[src/rtl/sseg_pkg.sv]
// Shared MAX7219 register map, frame width, FSM state type and frame lookup
// for the max7219_tx driver.
package sseg_pkg;

    localparam logic [7:0] ADDR_DIGIT0    = 8'h01;
    localparam logic [7:0] ADDR_DECODE    = 8'h09;
    localparam logic [7:0] ADDR_INTENSITY = 8'h0A;
    localparam logic [7:0] ADDR_SCANLIM   = 8'h0B;
    localparam logic [7:0] ADDR_SHUTDN    = 8'h0C;

    localparam int FRAME_W = 16;

    // Frame index space: 0..4 are the init frames, 5..12 are digits 0..7.
    localparam logic [3:0] FIRST_DIGIT_IDX = 4'd5;
    localparam logic [3:0] LAST_IDX        = 4'd12;

    typedef enum logic [2:0] {
        IDLE,
        SETUP,
        SHIFT_HI,
        SHIFT_LO,
        GAP,
        DONE
    } state_t;

    function automatic logic [FRAME_W-1:0] frame_word(
        input logic [3:0]  idx,
        input logic [63:0] seg,
        input logic [3:0]  intensity
    );
        logic [3:0] g;
        g = idx - FIRST_DIGIT_IDX;
        case (idx)
            4'd0:    frame_word = {ADDR_SHUTDN, 8'h00};
            4'd1:    frame_word = {ADDR_DECODE, 8'h00};
            4'd2:    frame_word = {ADDR_INTENSITY, 4'h0, intensity};
            4'd3:    frame_word = {ADDR_SCANLIM, 8'h07};
            4'd4:    frame_word = {ADDR_SHUTDN, 8'h01};
            default: frame_word = {ADDR_DIGIT0 + {5'd0, g[2:0]}, seg[g[2:0]*8 +: 8]};
        endcase
    endfunction

endpackage

[src/rtl/spi_frame_tx.sv]
// 16-bit MSB-first serializer with SCLK divider. One frame is
// SETUP + 16 x (SHIFT_HI + SHIFT_LO) + GAP, each phase CLK_DIV clk cycles.
module spi_frame_tx
    import sseg_pkg::*;
#(
    parameter int CLK_DIV = 4
) (
    input  logic               clk,
    input  logic               rst_n,
    input  logic               load,
    input  logic [FRAME_W-1:0] frame,
    output logic               ready,
    output logic               cs_n,
    output logic               sclk,
    output logic               mosi,
    output state_t             state
);

    // Handshake: a frame is taken when load && ready. ready is high in IDLE
    // and in the last GAP cycle, so frames chain with no idle cycle between.
    localparam logic [7:0] DIV_RELOAD = 8'(CLK_DIV - 1);

    state_t               state_d;
    logic [7:0]           div_cnt;
    logic [3:0]           bit_idx;
    logic [FRAME_W-1:0]   shreg;
    logic                 phase_end;

    assign phase_end = (div_cnt == 8'd0);
    assign ready     = (state == IDLE) || ((state == GAP) && phase_end);

    always_comb begin
        state_d = state;
        case (state)
            IDLE:     if (load) state_d = SETUP;
            SETUP:    if (phase_end) state_d = SHIFT_HI;
            SHIFT_HI: if (phase_end) state_d = SHIFT_LO;
            SHIFT_LO: if (phase_end) state_d = (bit_idx == 4'd0) ? GAP : SHIFT_HI;
            GAP:      if (phase_end) state_d = load ? SETUP : IDLE;
            default:  state_d = IDLE;
        endcase
    end

    always_ff @(posedge clk or negedge rst_n) begin
        if (!rst_n) begin
            state   <= IDLE;
            div_cnt <= DIV_RELOAD;
            bit_idx <= 4'd15;
            shreg   <= '0;
        end else begin
            state <= state_d;
            if ((state_d != state) || (state == IDLE))
                div_cnt <= DIV_RELOAD;
            else
                div_cnt <= div_cnt - 8'd1;

            // Shifting in a zero on each HI->LO leaves mosi low after bit 0.
            if (load && ready) begin
                shreg   <= frame;
                bit_idx <= 4'd15;
            end else if ((state == SHIFT_HI) && (state_d == SHIFT_LO)) begin
                shreg <= {shreg[FRAME_W-2:0], 1'b0};
            end else if ((state == SHIFT_LO) && (state_d == SHIFT_HI)) begin
                bit_idx <= bit_idx - 4'd1;
            end
        end
    end

    assign cs_n = !((state == SETUP) || (state == SHIFT_HI) || (state == SHIFT_LO));
    assign sclk = (state == SHIFT_HI);
    assign mosi = !cs_n && shreg[FRAME_W-1];

endmodule

[src/rtl/max7219_tx.sv]
// MAX7219 display updater: sends eight digit frames per start request.
// Define MAX7219_INIT_EN to prepend the five-frame init sequence after reset.
module max7219_tx
    import sseg_pkg::*;
#(
    parameter int         CLK_DIV   = 4,
    parameter logic [3:0] INTENSITY = 4'h8
) (
    input  logic        clk,
    input  logic        rst_n,
    input  logic [63:0] seg_data,
    input  logic        start,
    output logic        cs_n,
    output logic        sclk,
    output logic        mosi,
    output logic        busy,
    output logic        done
);

    logic               busy_q;
    logic               done_q;
    logic               init_pend;
    logic               accept;
    logic               load;
    logic               ready;
    logic               frame_end;
    logic [3:0]         frame_idx;
    logic [3:0]         first_idx;
    logic [3:0]         load_idx;
    logic [63:0]        data_q;
    logic [63:0]        src;
    logic [FRAME_W-1:0] frame;
    state_t             frame_state;

    assign accept    = start && !busy_q;
    assign frame_end = ready && (frame_state == GAP);
    assign first_idx = init_pend ? 4'd0 : FIRST_DIGIT_IDX;
    assign load      = accept || (busy_q && frame_end && (frame_idx != LAST_IDX));
    assign load_idx  = accept ? first_idx : frame_idx + 4'd1;
    // The first frame goes out before data_q is written, so read it live.
    assign src       = busy_q ? data_q : seg_data;
    assign frame     = frame_word(load_idx, src, INTENSITY);

    always_ff @(posedge clk or negedge rst_n) begin
        if (!rst_n) begin
            busy_q    <= 1'b0;
            done_q    <= 1'b0;
            frame_idx <= 4'd0;
            data_q    <= '0;
        end else begin
            done_q <= 1'b0;
            if (accept) begin
                data_q    <= seg_data;
                frame_idx <= first_idx;
                busy_q    <= 1'b1;
            end else if (busy_q && frame_end) begin
                if (frame_idx == LAST_IDX) begin
                    busy_q <= 1'b0;
                    done_q <= 1'b1;
                end else begin
                    frame_idx <= frame_idx + 4'd1;
                end
            end
        end
    end

`ifdef MAX7219_INIT_EN
    always_ff @(posedge clk or negedge rst_n) begin
        if (!rst_n)
            init_pend <= 1'b1;
        else if (accept)
            init_pend <= 1'b0;
    end
`else
    assign init_pend = 1'b0;
`endif

    spi_frame_tx #(
        .CLK_DIV (CLK_DIV)
    ) u_spi (
        .clk   (clk),
        .rst_n (rst_n),
        .load  (load),
        .frame (frame),
        .ready (ready),
        .cs_n  (cs_n),
        .sclk  (sclk),
        .mosi  (mosi),
        .state (frame_state)
    );

    assign busy = busy_q;
    assign done = done_q;

endmodule

[config.mk]
export PLATFORM = sky130hd
export DESIGN_NAME = max7219_tx
export DESIGN_NICKNAME = d
export VERILOG_FILES = /design/src/rtl/sseg_pkg.sv /design/src/rtl/spi_frame_tx.sv /design/src/rtl/max7219_tx.sv
export SDC_FILE = /design/constraint.sdc
export NUM_CORES = 1
export LEC_CHECK = 0
export ABC_CLOCK_PERIOD_IN_PS = 4000
export BUFFER_PORTS_ARGS = -buffer_cell sky130_fd_sc_hd__buf_2
export CAP_MARGIN = 20
export CORE_ASPECT_RATIO = 0.7
export CORE_UTILIZATION = 28
export DETAILED_ROUTE_END_ITERATION = 12
export GPL_TIMING_DRIVEN = 1
export MAX_ROUTING_LAYER = met4
export PLACE_DENSITY_LB_ADDON = 0.08
export SYNTH_ARGS = -nofsm -noshare
export SYNTH_HDL_FRONTEND = slang
export SYNTH_SLANG_ARGS = --single-unit
[constraint.sdc]
create_clock -name clk -period 4 [get_ports clk]
set_input_delay 0.8 -clock clk [delete_from_list [all_inputs] [get_ports clk]]
set_output_delay 0.8 -clock clk [all_outputs]
set_load 0.05 [all_outputs]
==> results of run 1 <==
-- cell type report --
cell class / count / area share (%)
Tap cell: 270 / 5.07
Sequential cell: 101 / 38.0
Timing Repair Buffer: 85 / 6.94
Inverter: 21 / 1.18
Multi-Input combinational cell: 475 / 44.6
Clock buffer: 12 / 3.85
Clock inverter: 4 / 0.338
-- synth_stat cells (4+ instances only) --
cell type	count
a21o_1	5
o211ai_1	11
mux4_2	8
nand2_1	212
nor2_1	28
ha_1	9
mux2_2	11
nand3_1	6
dfrtp_1	95
o22ai_1	10
a22o_1	16
buf_2	12
buf_1	8
a211oi_1	4
and2_1	4
xor2_1	4
inv_1	20
xnor2_1	9
clkbuf_1	18
dfstp_2	6
nand3b_1	10
a21oi_1	18
nor3_1	7
mux2i_1	21
a221oi_1	13
o221ai_1	8
o21ai_0	8
-- power groups by stage --
stage	registers [µW]	logic, µW	clock network [µW]
floorplan	1100	76.3	0
global placement	1100	166	0
detailed placement	1100	168	0
CTS	1080	169	899
global route	1090	187	942
finish	1080	167	855
-- worst max path at each step --
stage	slack [ns]	depth (start not counted)	to	start
floorplan	0.35	12	u_spi.shreg[0]	start
global placement	0.60	10	u_spi.shreg[0]	start
detailed placement	0.47	10	u_spi.shreg[0]	start
CTS	0.73	10	u_spi.shreg[0]	frame_idx[0]
global route	0.45	10	u_spi.shreg[0]	frame_idx[0]
finish	0.75	10	u_spi.shreg[0]	frame_idx[0]
-- state kept, by name, indices dropped and copies added, names as in the netlist --
name / count
data_q: 64
u_spi.shreg: 16
u_spi.div_cnt: 8
frame_idx: 4
u_spi.bit_idx: 4
u_spi.state: 3
busy: 1
done: 1
-- metal layers --
metal | part of all wire (%) | track usage [%] | vias up
met4 | 0.97 | 4.44 | 0
met5 | 0 | - | -
met2 | 40 | 23.5 | 120
met1 | 54 | 26.2 | 2348
met3 | 4.5 | 3.71 | 13
li1 | - | - | 2333
-- through the flow --
stage / total power (µW) / cells / hold WS [ns] / utilization [%]
after floorplan: 1170 / 639 / 0.440 / -
after global placement: 1270 / 952 / 0.454 / 31.9
after detailed placement: 1270 / 952 / 0.460 / 31.9
after CTS: 2150 / 968 / 0.478 / 33.3
after global routing: 2220 / 968 / 0.483 / 33.3
final: 2100 / 968 / 0.473 / 33.3
-- kinds of logic (layout without fill, tap and decap cells) --
group / count (synthesis) / in the layout / synth area share, %
AND/OR/NAND/NOR: 290 / 290 / 21.9
AO/OA/AOI/OAI: 122 / 122 / 16.4
flip-flops: 101 / 101 / 43.9
buffers and inverters: 63 / 122 / 4.75
multiplexers: 41 / 41 / 9.17
XOR/XNOR: 13 / 13 / 1.97
adder cells (fa/ha/maj): 9 / 9 / 1.95
==> impl_metrics.py, run 1 <==
metrics = {
    "finish": {
        "drive_above_1_share_pct": 20.6,
        "fill_cells": 2124,
        "final_common_cell": "nand2_1",
        "area_growth_pct": 15.5,
        "antenna_cells": 0,
        "seq_area_mm2": 0.00254,
        "multi_input_area_mm2": 0.00297,
        "design_area_mm2": 0.00667,
        "layout_common_cells": "nand2_1, dfrtp_1, buf_2",
        "nNetsFinal": 769,
    },
    "setup_path": {
        "path_max_fanout": 9,
        "crit_type": "reg -> reg",
        "crit_path_max_incr_delay_ns": 0.55,
        "cp.required_ns": 4.26,
        "cp-end-kind": "flop",
        "slowest_stage": "ha_1",
        "worstPathBufferInverterCount": 2,
        "r2r-start": "frame_idx[0]",
        "r2r.worst_path.cells": 10,
        "r2r_end": "u_spi.shreg[0]",
        "path_cells": "inv_1, ha_1, nand2_1, ha_1, clkinv_1, o211ai_1, a221oi_1, nor3_1, o221ai_1, a311oi_1",
        "reg2reg_slack_ns": 0.75,
        "worstSetupStartpointType": "flop",
        "arrival_ns": 3.51,
        "critPathMostFrequentCell": "ha_1",
        "cpLargestDelayFamily": "adder cells",
    },
    "placed_design": {
        "place_area_mm2": 0.00639,
        "hpwl_um": 11900,
        "post-place-ws_ns": 0.468,
        "io_buffers": 71,
        "gp_congestion": 0.859,
    },
    "power_and_ir_drop": {
        "leakage_uw": 0.00332,
        "p_clk_share_pct": 40.6,
        "switchingPower_uw": 514,
        "vdd_drop_max_v": 0.000183,
        "switching_share_pct": 24.4,
        "seqPwrFrac_pct": 51.4,
        "power_frac_comb_pct": 7.9,
        "intPower_uw": 1590,
        "cellPowerDensity_mw_per_mm2": 316,
    },
    "synth": {
        "synth_seq_area_share_pct": 43.9,
        "synth-edff-count": 0,
        "synth_fp_nets": 715,
        "syn_area_mm2": 0.00577,
        "synthesis.instances": 639,
        "synth_top_cell_by_area": "dfrtp_1",
        "synth_top_area_share_pct": 41.2,
        "yosysUniqueCellTypes": 65,
        "yosysWarnings": 0,
        "synth-async-reset-ratio_pct": 100,
        "avgSynthCellArea_um2": 9.03,
        "synth.top_cells.by_area": "dfrtp_1, nand2_1, mux2i_1",
        "ys_ff_latch": 101,
        "yosys_most_used_dff": "dfrtp_1",
    },
    "clock_network": {
        "cts_tree": "yes",
        "cts_setup_buffers": 0,
        "cts_resized": 0,
        "clk_path_buf_depth": 2,
        "cts.sinks": 101,
        "clk_latency_ns": 0.36,
        "cts-hold-fix-buffers": 0,
        "cts_max_level": 3,
        "cts-root-buf": "clkbuf_16",
        "cts_made_buffers": 9,
        "path_clk_slew_ns": 0.07,
    },
    "floorplanning": {
        "die-area_mm2": 0.0212,
        "start_util_pct": 28.8,
        "die_y_um": 122,
        "io_pins": 72,
        "core_region_area_mm2": 0.0200,
        "fp-row-count": 43,
        "die-width_um": 174,
    },
    "route": {
        "viasPerCell": 4.97,
        "drtAntennaViolNets": 0,
        "vias": 4814,
        "wl_per_cell_um": 17.8,
        "drc": 0,
        "first_iter_violations": 417,
        "routed_wirelength_um": 17300,
        "dr.pass1.iters": 5,
    },
    "worst_hold_path": {
        "hold_depth": 1,
        "hp-class": "reg -> reg",
        "hold_start": "u_spi.div_cnt[0]",
        "hold_path_end": "u_spi.div_cnt[0]",
    },
    "run_status": {
        "status": "finished, final reports clean",
    },
    "global_route": {
        "gr-usage-all-layers_pct": 17.5,
        "grt_overflow": 0,
        "grt_pass1_wl_um": 27200,
        "grt_pass1_vias": 4557,
        "grt_max_degree": 61,
        "antenna_found_initial": 0,
    },
    "timing": {
        "layout_setup_ws_ns": 0.750,
        "final.setup.tns_ns": 0,
        "finalHoldViolCount": 0,
        "worst_pin_slew_ns": 0.872,
        "grt_setup_unrepaired": "no",
        "fin_crit_sh_pct": 81.3,
        "slew_violations": 0,
        "min_period_ns": 3.25,
        "max_slew_margin_pct": 41.8,
        "fin_skew_ns": 0.00648,
        "max_freq_mhz": 308,
        "setup_viol": 0,
    },
    "job": {
        "drv_cap": 0,
    },
}
No activity file was read; power rests on OpenSTA's default activity.
==> inputs of run 2 (changes only) <==
ABC_CLOCK_PERIOD_IN_PS = 3400   (was 4000)
clock period = 3.4 ns   (was 4 ns; I/O delays follow)
==> run 2 against run 1 <==
  * Routed wire length down 1.3%
  * Maximum frequency increased by 11%
  * Register-to-register slack got worse by 0.28 ns
  * Critical path depth did not move
  * Hold slack worse by 0.19 ns
  * Via count is 0.79% higher
  * Total power increased by 26%
  * Combinational power increased by 19%
==> impl_metrics.py, run 2 (synthesis gave the netlist of run 1 again) <==
metrics = {
    "finish": {
        "drive_above_1_share_pct": 21.4,
        "antenna_cells": 0,
        "largest_reg_flops": 64,
        "fin_util_pct": 33.9,
        "seq_area_mm2": 0.00254,
        "multi_input_area_mm2": 0.00297,
        "design_area_mm2": 0.00678,
        "fill_cells": 2126,
        "area_growth_pct": 17.6,
        "final_cells": 974,
        "final_common_cell": "nand2_1",
        "top_regs": "data_q (64), u_spi.shreg (16), u_spi.div_cnt (8)",
        "nNetsFinal": 775,
        "layout_common_cells": "nand2_1, dfrtp_1, buf_2",
        "regMostFlops": "data_q",
    },
    "run_status": {
        "status": "finished, final reports clean",
    },
    "floorplanning": {
        "fp-row-count": 43,
        "core_region_area_mm2": 0.0200,
        "io_pins": 72,
        "start_util_pct": 28.8,
        "die-area_mm2": 0.0212,
        "die_y_um": 122,
        "die-width_um": 174,
    },
    "setup_path": {
        "path_max_fanout": 12,
        "cp.required_ns": 3.64,
        "worstPathBufferInverterCount": 2,
        "crit_type": "reg -> reg",
        "startpoint": "frame_idx[0]",
        "crit_path_max_incr_delay_ns": 0.56,
        "worstSetupStartpointType": "flop",
        "slowest_stage": "ha_1",
        "cp-end-kind": "flop",
        "reg2reg_slack_ns": 0.47,
        "path_cells": "inv_1, ha_1, nand2_1, ha_1, buf_4, mux4_2, nand2_1, and3_1, o31ai_1, a22o_1",
        "cpLargestDelayFamily": "adder cells",
        "r2r_end": "u_spi.shreg[3]",
        "setup.worst_path.end": "u_spi.shreg[3]",
        "r2r-start": "frame_idx[0]",
        "arrival_ns": 3.17,
        "crit_cells": 10,
        "r2r.worst_path.cells": 10,
    },
    "clock_network": {
        "cts-hold-fix-buffers": 0,
        "cts.sinks": 101,
        "clk_latency_ns": 0.35,
        "cts_max_level": 3,
        "cts-root-buf": "clkbuf_16",
        "cts_setup_buffers": 0,
        "cts_resized": 0,
        "cts_made_buffers": 9,
        "clk_path_buf_depth": 2,
        "path_clk_slew_ns": 0.07,
        "cts_tree": "yes",
    },
    "route": {
        "vias": 4852,
        "wl_per_cell_um": 17.5,
        "routed_wirelength_um": 17000,
        "first_iter_violations": 358,
        "viasPerCell": 4.98,
        "drc": 0,
        "drtAntennaViolNets": 0,
        "dr.pass1.iters": 4,
    },
    "timing": {
        "final.setup.tns_ns": 0,
        "min_period_ns": 2.93,
        "slew_violations": 0,
        "grt_setup_unrepaired": "no",
        "max_freq_mhz": 341,
        "fin_skew_ns": 0.00844,
        "setup_viol": 0,
        "worst_pin_slew_ns": 0.849,
        "whs_ns": 0.284,
        "fin_crit_sh_pct": 86.3,
        "max_slew_margin_pct": 43.4,
        "finalHoldViolCount": 0,
    },
    "job": {
        "drv_cap": 0,
    },
    "power_and_ir_drop": {
        "cellPowerDensity_mw_per_mm2": 392,
        "vdd_drop_max_v": 0.000257,
        "leakage_uw": 0.00338,
    },
    "placed_design": {
        "place_area_mm2": 0.00644,
        "gp_congestion": 0.832,
        "hpwl_um": 11900,
        "dp_cells": 958,
        "io_buffers": 71,
    },
    "global_route": {
        "grt_pass1_vias": 4800,
        "antenna_found_initial": 0,
        "gr-usage-all-layers_pct": 17.6,
        "grt_pass1_wl_um": 27500,
        "grt_overflow": 0,
        "grt_max_degree": 57,
    },
    "worst_hold_path": {
        "hp-class": "in -> async",
    },
}
-- run 2: cell count changes in the layout (fill, tap and decap cells not counted), sizes merged --
cell / before / now
clkinv: 4 / 5
bufinv: 0 / 3
buf: 85 / 91
clkinvlp: 1 / 0
clkbuf: 12 / 9
-- run 2: final cells by class --
class                   instances  area share, %
inverters                      21           1.16
repair buffers                 91           7.67
well taps                     270           4.98
multi-input cells             475           43.8
flip-flops and latches        101           37.4
clock inverters                 7           1.68
clock buffers                   9           3.32
-- run 2: per-stage QoR --
| step | setup WS (ns) | total power [µW] |
|---|---|---|
| floorplan | 0.0735 | 1380 |
| global placement | 0.302 | 1490 |
| detailed placement | 0.269 | 1500 |
| CTS | 0.432 | 2720 |
| global route | 0.312 | 2800 |
| finish | 0.467 | 2660 |
-- run 2: how the worst min path moves through the flow --
stage	slack [ns]	cells past startpoint	from	end
2_1_floorplan	0.38	0	rst_n	busy
3_3_place_gp	0.45	2	data_q[36]	data_q[36]
3_5_place_dp	0.46	2	data_q[49]	data_q[49]
4_1_cts	0.29	1	rst_n	data_q[13]
5_1_grt	0.31	1	rst_n	data_q[13]
6_report	0.28	1	rst_n	data_q[29]
-- run 2: power by group --
part / switching [µW] / leakage (µW) / internal, µW
clock network: 471 / 0.000169 / 717
registers: 25.2 / 0.00128 / 1250
logic: 109 / 0.00194 / 89.0
-- run 2: per-layer routing --
layer / part of all wire [%] / routed length [µm] / vias to the layer above / track usage, %
li1: - / - / 2344 / -
met1: 55 / 9400 / 2368 / 26.5
met2: 39 / 6700 / 130 / 23.7
met3: 4.5 / 763 / 10 / 3.12
met4: 1.0 / 177 / 0 / 4.33
met5: 0 / 0 / - / -
==> inputs of run 3 (changes only) <==
--- a/config.mk
+++ b/config.mk
@@ -7,3 +7,4 @@
 export LEC_CHECK = 0
-export ABC_CLOCK_PERIOD_IN_PS = 3400
+export ABC_AREA = 1
+export ABC_CLOCK_PERIOD_IN_PS = 2600
 export BUFFER_PORTS_ARGS = -buffer_cell sky130_fd_sc_hd__buf_2
==> constraint.sdc (replaced) <==
create_clock -name clk -period 2.6 [get_ports clk]
set_input_delay 0.13 -clock clk [delete_from_list [all_inputs] [get_ports clk]]
set_output_delay 0.13 -clock clk [all_outputs]
set_load 0.05 [all_outputs]
==> run 3 against run 2 <==
  * Register-to-register slack got worse by 0.23 ns
  * Total power rose by 97%
  * Sequential share of layout area fell by 1.9 points
  * Maximum frequency rose by 24%
  * Flip-flop and latch count did not move
  * Cell count rose by 20%
  * Non-clock buffer count rose by 19
  * First-iteration DRC count fell by 9.8%
  * Sequential power rose by 59%
  * Clock power rose by 20%
  * Critical path type unchanged
  * Synthesized cell count rose by 26%
==> impl_metrics.py, run 3 <==
metrics = {
    "setup_path": {
        "r2r-start": "busy",
        "crit_type": "reg -> reg",
        "r2r.worst_path.cells": 14,
        "reg2reg_slack_ns": 0.23,
        "startpoint": "busy",
        "arrival_ns": 2.66,
        "r2r_end": "u_spi.shreg[3]",
        "cp.required_ns": 2.89,
        "path_max_fanout": 16,
        "cp-end-kind": "flop",
        "setup.worst_path.end": "u_spi.shreg[3]",
        "worstSetupStartpointType": "flop",
    },
    "power_and_ir_drop": {
        "vdd_drop_max_v": 0.000296,
        "cellPowerDensity_mw_per_mm2": 732,
        "leakage_uw": 0.00355,
        "totalPowerFinal_uw": 5230,
    },
    "global_route": {
        "grt_pass1_wl_um": 26700,
        "antenna_found_initial": 0,
        "gr-usage-all-layers_pct": 16.1,
        "grt_pass1_vias": 5031,
        "grt_overflow": 0,
        "grt_max_degree": 66,
    },
    "clock_network": {
        "cts.sinks": 101,
        "cts_made_buffers": 9,
        "path_clk_slew_ns": 0.07,
        "cts-root-buf": "clkbuf_16",
        "clk_path_buf_depth": 2,
        "clk_latency_ns": 0.35,
        "cts_tree": "yes",
        "cts_max_level": 3,
    },
    "timing": {
        "fin_crit_sh_pct": 91.0,
        "min_period_ns": 2.37,
        "worst_pin_slew_ns": 0.618,
        "setup_viol": 0,
        "final.setup.tns_ns": 0,
        "slew_violations": 0,
        "fin_skew_ns": 0.00596,
        "finalHoldViolCount": 0,
        "max_freq_mhz": 422,
        "max_slew_margin_pct": 58.8,
        "grt_setup_unrepaired": "no",
        "whs_ns": 0.0105,
    },
    "synth": {
        "yosys.area_share.xor_xnor_pct": 1.43,
        "yosysMostFrequentCell": "nand2_1",
        "yosys_most_used_dff": "dfrtp_1",
        "yosysWarnings": 0,
        "yosys.area_share.adder_pct": 1.89,
        "syn_area_mm2": 0.00597,
        "synth_mux_area_share_pct": 0,
        "synth_fp_nets": 881,
        "synthTopCellsByCount": "nand2_1, dfrtp_1, inv_1, o21ai_0, nand3_1",
        "synth-async-reset-ratio_pct": 100,
        "avgSynthCellArea_um2": 7.41,
        "ys_ff_latch": 101,
        "synth.top_cells.by_area": "dfrtp_1, nand2_1, o21ai_0",
        "synthesis.instances": 805,
        "synth_top_cell_by_area": "dfrtp_1",
        "synthSimpleGateAreaFrac_pct": 31.7,
        "synth_top_area_share_pct": 39.8,
        "synth-edff-count": 0,
        "synth_seq_area_share_pct": 42.5,
        "synth_top_family_by_area": "simple AND/OR/NAND/NOR gates",
        "yosysUniqueCellTypes": 42,
        "synth-compound-area-share_pct": 13.3,
    },
    "floorplanning": {
        "io_pins": 72,
        "die_y_um": 124,
        "core_region_area_mm2": 0.0208,
        "die-width_um": 177,
        "fp-row-count": 44,
        "die-area_mm2": 0.0219,
        "start_util_pct": 28.7,
    },
    "placed_design": {
        "place_area_mm2": 0.00662,
        "io_buffers": 71,
        "gp_congestion": 0.787,
        "hpwl_um": 11500,
    },
    "finish": {
        "drive_above_1_share_pct": 17.7,
        "design_area_mm2": 0.00715,
        "fill_cells": 2238,
        "multi_input_area_mm2": 0.00289,
        "seq_area_mm2": 0.00254,
        "regMostFlops": "data_q",
        "largest_reg_flops": 64,
        "top_regs": "data_q (64), u_spi.shreg (16), u_spi.div_cnt (8)",
        "final_common_cell": "nand2_1",
        "layout_common_cells": "nand2_1, dfrtp_1, inv_1, o21ai_0",
        "antenna_cells": 0,
        "nNetsFinal": 964,
        "area_growth_pct": 19.8,
    },
    "route": {
        "viasPerCell": 4.52,
        "drtAntennaViolNets": 0,
        "routed_wirelength_um": 16300,
        "dr.pass1.iters": 4,
        "wl_per_cell_um": 13.9,
        "vias": 5283,
        "first_iter_violations": 323,
        "drc": 0,
    },
    "job": {
        "drv_cap": 0,
    },
    "run_status": {
        "status": "finished, final reports clean",
    },
    "worst_hold_path": {
        "hp-class": "in -> reg",
    },
}
## run 3: cell types whose count changed in the layout (fill, tap and decap cells not counted), moves of 16 or more
cell and change:
o21ai_0 +77, nand2_1 +54, inv_1 +65, mux2i_1 -21, a22o_1 -16, dlygate4sd3_1 +22, nand3_1 +64
## run 3: per-layer routing
metal | share of wire (%) | global-route usage [%] | vias up
met4 | 0.85 | 3.50 | 0
li1 | - | - | 2746
met1 | 53 | 23.0 | 2433
met3 | 3.5 | 2.84 | 12
met5 | 0 | - | -
met2 | 42 | 23.8 | 92
## run 3: kinds of logic after synthesis
group | after synthesis
adders and majority gates | 9
AOI/OAI and AO/OA | 140
and+or+nand+nor | 414
buffers and inverters | 133
DFF | 101
xor gates and xnor gates | 8
## run 3: worst min-delay path by stage
stage                             from          to  slack [ns]  cells past startpoint
after global placement           rst_n  data_q[37]        0.16                      1
after floorplan                  rst_n        busy       -0.17                      0
final                     seg_data[23]  data_q[23]        0.01                      3
after global routing      seg_data[36]  data_q[36]        0.01                      3
after CTS                 seg_data[34]  data_q[34]     0.00009                      3
after detailed placement         rst_n  data_q[37]        0.17                      1
## run 3: report_power, final
group	internal [µW]	switching [µW]	leakage [µW]
sequential	1870	148	0.00124
combinational	653	1130	0.00216
clock	804	627	0.000145
## run 3: final cells by class
| type | instances | area share, % |
|---|---|---|
| clock buffers | 12 | 3.59 |
| multi-input cells | 571 | 40.4 |
| repair buffers | 110 | 9.87 |
| clock inverters | 4 | 0.753 |
| flip-flops and latches | 101 | 35.5 |
| well taps | 276 | 4.83 |
| inverters | 95 | 5.02 |
## run 3: critical path, stage by stage, from the launching register on
cell and delay (ns):
dfrtp_4 0.51, inv_4 0.20, nand2_8 0.11, nand2_2 0.15, inv_2 0.07, ha_1 0.25
nor3_1 0.20, inv_1 0.08, nand2_1 0.10, inv_2 0.05, nor2_4 0.26, nand3_1 0.12
nand2_1 0.08, nand3_1 0.06, nand2_1 0.06
## run 3: stage by stage
step	instances	setup slack, ns	utilization, %
finish	1169	0.233	34.4
global route	1169	0.00665	34.4
CTS	1169	0.195	34.3
detailed placement	1131	0.210	31.8
global placement	1131	0.286	31.8
floorplan	805	0.0732	-
## run 3: repair_timing
| item | in CTS | in global routing |
|---|---|---|
| gates resized for setup | 0 | 1 |
| endpoints found under the hold margin | 59 | 0 |
| setup buffers | 0 | 0 |
| hold buffers | 22 | 0 |
| endpoints found under the setup margin | 0 | 1 |
